===== src/rtl/dct_row_sequencer.sv =====
// Row sequencer for an 8x8 DCT engine: drives loads, compute wait,
// output latch and write-back for eight rows of one 64-word block.
module dct_row_sequencer #(
  parameter int COMPUTE_CYC = 4
) (
  input  logic       clk,
  input  logic       clr_n,
  input  logic       start,
  input  logic       abort,
  output logic       clrReg,
  output logic [7:0] ldPIPOIn,
  output logic       loadOutReg,
  output logic [7:0] out_sel,
  output logic       addr_sel,
  output logic [5:0] rd_addr,
  output logic [5:0] wr_addr,
  output logic       mem_we,
  output logic       busy,
  output logic       done
);

  typedef enum logic [2:0] {
    IDLE    = 3'd0,
    CLR     = 3'd1,
    LOAD    = 3'd2,
    COMPUTE = 3'd3,
    LATCH   = 3'd4,
    STORE   = 3'd5,
    DONE    = 3'd6
  } state_t;

  localparam logic [3:0] CLAST = 4'(COMPUTE_CYC - 1);

  state_t     state, state_d;
  logic [3:0] cnt, cnt_d;
  logic [2:0] row, row_d;
  logic [5:0] rd_q, wr_q;

  always_ff @(posedge clk or negedge clr_n) begin
    if (!clr_n) begin
      state <= IDLE;
      cnt   <= '0;
      row   <= '0;
      rd_q  <= '0;
      wr_q  <= '0;
    end else begin
      state <= state_d;
      cnt   <= cnt_d;
      row   <= row_d;
      rd_q  <= rd_addr;
      wr_q  <= wr_addr;
    end
  end

  always_comb begin
    state_d    = state;
    cnt_d      = cnt;
    row_d      = row;
    clrReg     = 1'b0;
    ldPIPOIn   = '0;
    loadOutReg = 1'b0;
    out_sel    = '0;
    addr_sel   = 1'b0;
    mem_we     = 1'b0;
    done       = 1'b0;
    rd_addr    = rd_q;
    wr_addr    = wr_q;
    busy       = (state != IDLE) && (state != DONE);

    unique case (state)
      IDLE: begin
        if (start && !abort) begin
          state_d = CLR;
          row_d   = '0;
          cnt_d   = '0;
        end
      end
      CLR: begin
        clrReg  = 1'b1;
        state_d = LOAD;
        cnt_d   = '0;
      end
      LOAD: begin
        if (!cnt[3])
          rd_addr = {row, cnt[2:0]};
        // register strobe trails the read by one cycle (memory latency)
        if (cnt != 4'd0)
          ldPIPOIn = 8'(1) << (cnt[2:0] - 3'd1);
        if (cnt == 4'd8) begin
          state_d = COMPUTE;
          cnt_d   = '0;
        end else begin
          cnt_d = cnt + 4'd1;
        end
      end
      COMPUTE: begin
        if (cnt == CLAST) begin
          state_d = LATCH;
          cnt_d   = '0;
        end else begin
          cnt_d = cnt + 4'd1;
        end
      end
      LATCH: begin
        loadOutReg = 1'b1;
        state_d    = STORE;
        cnt_d      = '0;
      end
      STORE: begin
        out_sel  = 8'(1) << cnt[2:0];
        addr_sel = 1'b1;
        mem_we   = 1'b1;
        wr_addr  = {row, cnt[2:0]};
        if (cnt == 4'd7) begin
          cnt_d = '0;
          if (row == 3'd7) begin
            state_d = DONE;
          end else begin
            row_d   = row + 3'd1;
            state_d = CLR;
          end
        end else begin
          cnt_d = cnt + 4'd1;
        end
      end
      DONE: begin
        done    = 1'b1;
        state_d = IDLE;
      end
      default: begin
        state_d = IDLE;
      end
    endcase

    if (abort && busy) begin
      state_d = IDLE;
      row_d   = '0;
      cnt_d   = '0;
    end
  end

endmodule

===== config.mk =====
export PLATFORM = sky130hd
export DESIGN_NAME = dct_row_sequencer
export DESIGN_NICKNAME = d
export VERILOG_FILES = /design/src/rtl/dct_row_sequencer.sv
export SDC_FILE = /design/constraint.sdc
export NUM_CORES = 1
export LEC_CHECK = 0
export CAP_MARGIN = 20
export CORE_MARGIN = 8
export CORE_UTILIZATION = 37
export DETAILED_ROUTE_END_ITERATION = 16
export PLACE_DENSITY = 0.71
export SLEW_MARGIN = 20
export SYNTH_ARGS = -nofsm -noshare
export SYNTH_HDL_FRONTEND = slang
export SYNTH_SLANG_ARGS = --single-unit
export TNS_END_PERCENT = 50

===== constraint.sdc =====
create_clock -name clk -period 2.52 [get_ports clk]
set_input_delay 0.504 -clock clk [delete_from_list [all_inputs] [get_ports clk]]
set_output_delay 0.504 -clock clk [all_outputs]
set_load 0.02 [all_outputs]

==> out/results.ini <==
[sta]
setup_viol_count_final=0
worstMarginPinSlew_ns=0.620
slew_headroom=0.585
timing.final.crit_share=0.964
fmax_mhz=412
skew_ns=0.00344
period_needed_ns=2.43
fin_hold_ws_ns=0.479
hold_viol=0
slew_viol_final=0
rsz0062_at_grt=true

[routing]
vias_per_cell=5.15
via_count=1257
firstDrtPassIters=5
remaining_drc_errors=0
post_drt_wl_per_cell_um=14.4
first_iter_violations=69
wirelength_um=3500
antenna_left=0

[floorplanning]
die_area_um2=6060
ios=38
start_util=0.386
num_rows=22
die_h_um=77.8
die_x_um=77.8
core_area_um2=3660

[synth]
synth_top_family_by_area=simple AND/OR/NAND/NOR gates
syn_avg_cell_area_um2=9.49
synth_xor_area_frac=0
synth_seq_cells=22
yosysSeqAreaShare=0.389
synthCells=149
synth_nets=165
synth_compound_gate_area_share=0.119
syn_area_um2=1410
synth_area_leaders=dfrtp_1 39%, ha_1 11%, and3_1 5.8%, mux2_1 5.6%, nand2_1 4.8%
netlist.area_leader.share=0.389
synth_edf_count=0
ys.warnings.count=0
synth_ff_type=dfrtp_1
muxShareOfSynthArea=0.0699
synth_cell_types=40
yosys.area_share.simple=0.258
synth_area_leader_cell=dfrtp_1
synth_fa_ha_area_frac=0.106
synth_async_sr_flop_share=1.00

[global_routing]
grt_start_max_net_pins=23
grt_overflow=0
grt_pass1_wl_um=5740
grt_pass1_vias=1201
grt_usage=0.113
antenna_found_initial=0

[min_path]
hold_depth=1
hold_class=reg -> reg
holdCritStartpoint=rd_q[1]$_DFF_PN0_
holdPathEnd=rd_q[1]$_DFF_PN0_

[clocking]
clk_pin_slew_ns=0.09
clock-sinks=22
ctsHtreeMaxLevel=1
cts_buffers=3
cts_setup_buffers=0
clockBufferDepth=2
clock_latency_ns=0.27
cts_tree=done
cts_root_buf=clkbuf_8

[place]
hpwl_um=2660
gp_congestion=0.943
dp_cells=240
io_buffers=37

[worst_setup_path]
crit-reg2reg-capture=state[0]$_DFFE_PN0P_
cp.required_ns=2.02
slowest_delay_ns=0.40
worstSetupStartpointType=flip-flop
r2r_cells=6
cp.arrival_ns=1.93
critPathMaxFanout=6
path_cells=or2_1, nor3_2, buf_4, mux2_1, clkdlybuf4s15_1
worstSetupPathType=reg -> out
cpMaxStageDelayCell=dfrtp_1
rrSetupSlack_ns=0.39
critical_path.endpoint_type=primary output
r2r-start=cnt[0]$_DFFE_PN0P_

[power_and_ir_drop]
power_frac_clock=0.254
p_leak_nw=1.07
seq_power_share=0.308
p_int_mw=0.847
p_switching_mw=0.473
p_comb_frac=0.438
switching_share=0.358
power_mw=1.32
power_density_nw_per_um2=667
peakVddDrop_mv=0.391

[cells_and_area]
area_growth_pct=40.0
nNetsFinal=213
insertedDiodeCount=0
nFillCells=334
stdcell_count=244
drive_gt1_frac=0.133

[flow_run]
cap_violations=0

[run_status]
status=complete, no violations

## cell usage after synthesis, drive strengths merged (2+ instances only)
library cell	count
a21oi	5
and2	7
and3	13
buf	4
clkbuf	4
dfrtp	22
ha	12
inv	10
mux2	7
mux2i	2
nand2	18
nand3b	2
nor2b	4
nor3	4
nor3b	4
o21ai	11
o2bb2ai	2
or2	2
## flip-flops by register name, summed over array words and instances, names as in the netlist
| name | flops |
|---|---|
| wr_q | 6 |
| cnt | 4 |
| state | 3 |
| rd_q | 6 |
| row | 3 |
## per-stage QoR
step	instance area, um2	util	worst slack [ns]	setup TNS, ns
after floorplan	1410	-	0.481	0
after global placement	1910	0.521	0.156	0
after detailed placement	1910	0.521	0.119	0
after CTS	1950	0.534	0.00470	0
after global routing	1980	0.541	-0.00766	-0.0154
final	1980	0.541	0.0899	0
## cells by family (layout without fill, tap and decap cells)
| family | Yosys count | after routing |
|---|---|---|
| compound gates | 26 | 26 |
| fa+ha+maj | 12 | 12 |
| buf+inv | 18 | 65 |
| simple gates | 62 | 62 |
| mux | 9 | 9 |
| flops | 22 | 22 |
## power groups by stage
stage | registers, mW | logic, mW | clock network, mW
6_report | 0.406 | 0.578 | 0.336
5_1_grt | 0.411 | 0.630 | 0.346
4_1_cts | 0.407 | 0.572 | 0.338
3_5_place_dp | 0.413 | 0.579 | 0
3_3_place_gp | 0.412 | 0.571 | 0
2_1_floorplan | 0.419 | 0.363 | 0
## what timing repair did
item                       in CTS  in global routing
hold buffers                    0                  0
setup endpoints to repair      18                 21
resized for setup              18                 10
pin swaps                       0                  0
## worst max path at each step
stage | from | end | slack (ns)
6_report | state[2]$_DFFE_PN0P_ | rd_addr[3] | 0.09
5_1_grt | state[2]$_DFFE_PN0P_ | rd_addr[3] | -0.008
4_1_cts | state[1]$_DFFE_PN0P_ | wr_addr[5] | 0.005
3_5_place_dp | cnt[0]$_DFFE_PN0P_ | ldPIPOIn[6] | 0.12
3_3_place_gp | cnt[0]$_DFFE_PN0P_ | ldPIPOIn[1] | 0.16
2_1_floorplan | state[2]$_DFFE_PN0P_ | rd_addr[0] | 0.48
## worst max-delay path: cells and delay by family (launching register included)
family,cells,cell delay [ns]
DFF,1,0.40
muxes,1,0.36
buffers and inverters,2,0.49
and+or+nand+nor,2,0.41
## routing by layer
layer	track usage	vias up	share of wire
met4	0.0226	0	0.0089
met2	0.198	36	0.52
met1	0.131	604	0.41
met3	0.0346	5	0.063
li1	-	612	-
met5	0	-	0
## area by class of cell
cell class	count	area [um2]	share of cell area
timing repair buffer	51	465	0.235
tap	48	60.1	0.0303
sequential	22	551	0.278
clock inverter	1	30.0	0.0152
clock buffer	3	41.3	0.0209
inverter	10	40.0	0.0202
multi-input combinational	109	792	0.400
## placed cells by master (no fill, tap or decap), types with 2 or more instances in the layout
| cell type | Yosys | layout |
|---|---|---|
| nor3b_1 | 4 | 3 |
| nor3_1 | 3 | 3 |
| o21ai_0 | 7 | 7 |
| clkdlybuf4s15_1 | 0 | 2 |
| or2_1 | 2 | 2 |
| o2bb2ai_1 | 2 | 2 |
| dlygate4sd2_1 | 0 | 16 |
| nand3b_1 | 2 | 2 |
| buf_4 | 1 | 14 |
| clkbuf_8 | 0 | 3 |
| a21oi_1 | 5 | 5 |
| inv_1 | 8 | 8 |
| dfrtp_1 | 22 | 22 |
| nand2_1 | 18 | 18 |
| nor2b_1 | 3 | 2 |
| o21ai_1 | 4 | 4 |
| and3_1 | 13 | 13 |
| and2_1 | 7 | 7 |
| clkdlybuf4s50_1 | 0 | 15 |
| dlymetal6s2s_1 | 0 | 4 |
| mux2i_1 | 2 | 2 |
| ha_1 | 12 | 12 |
| mux2_1 | 7 | 7 |
Note: power is estimated with default switching activity, not from simulation.
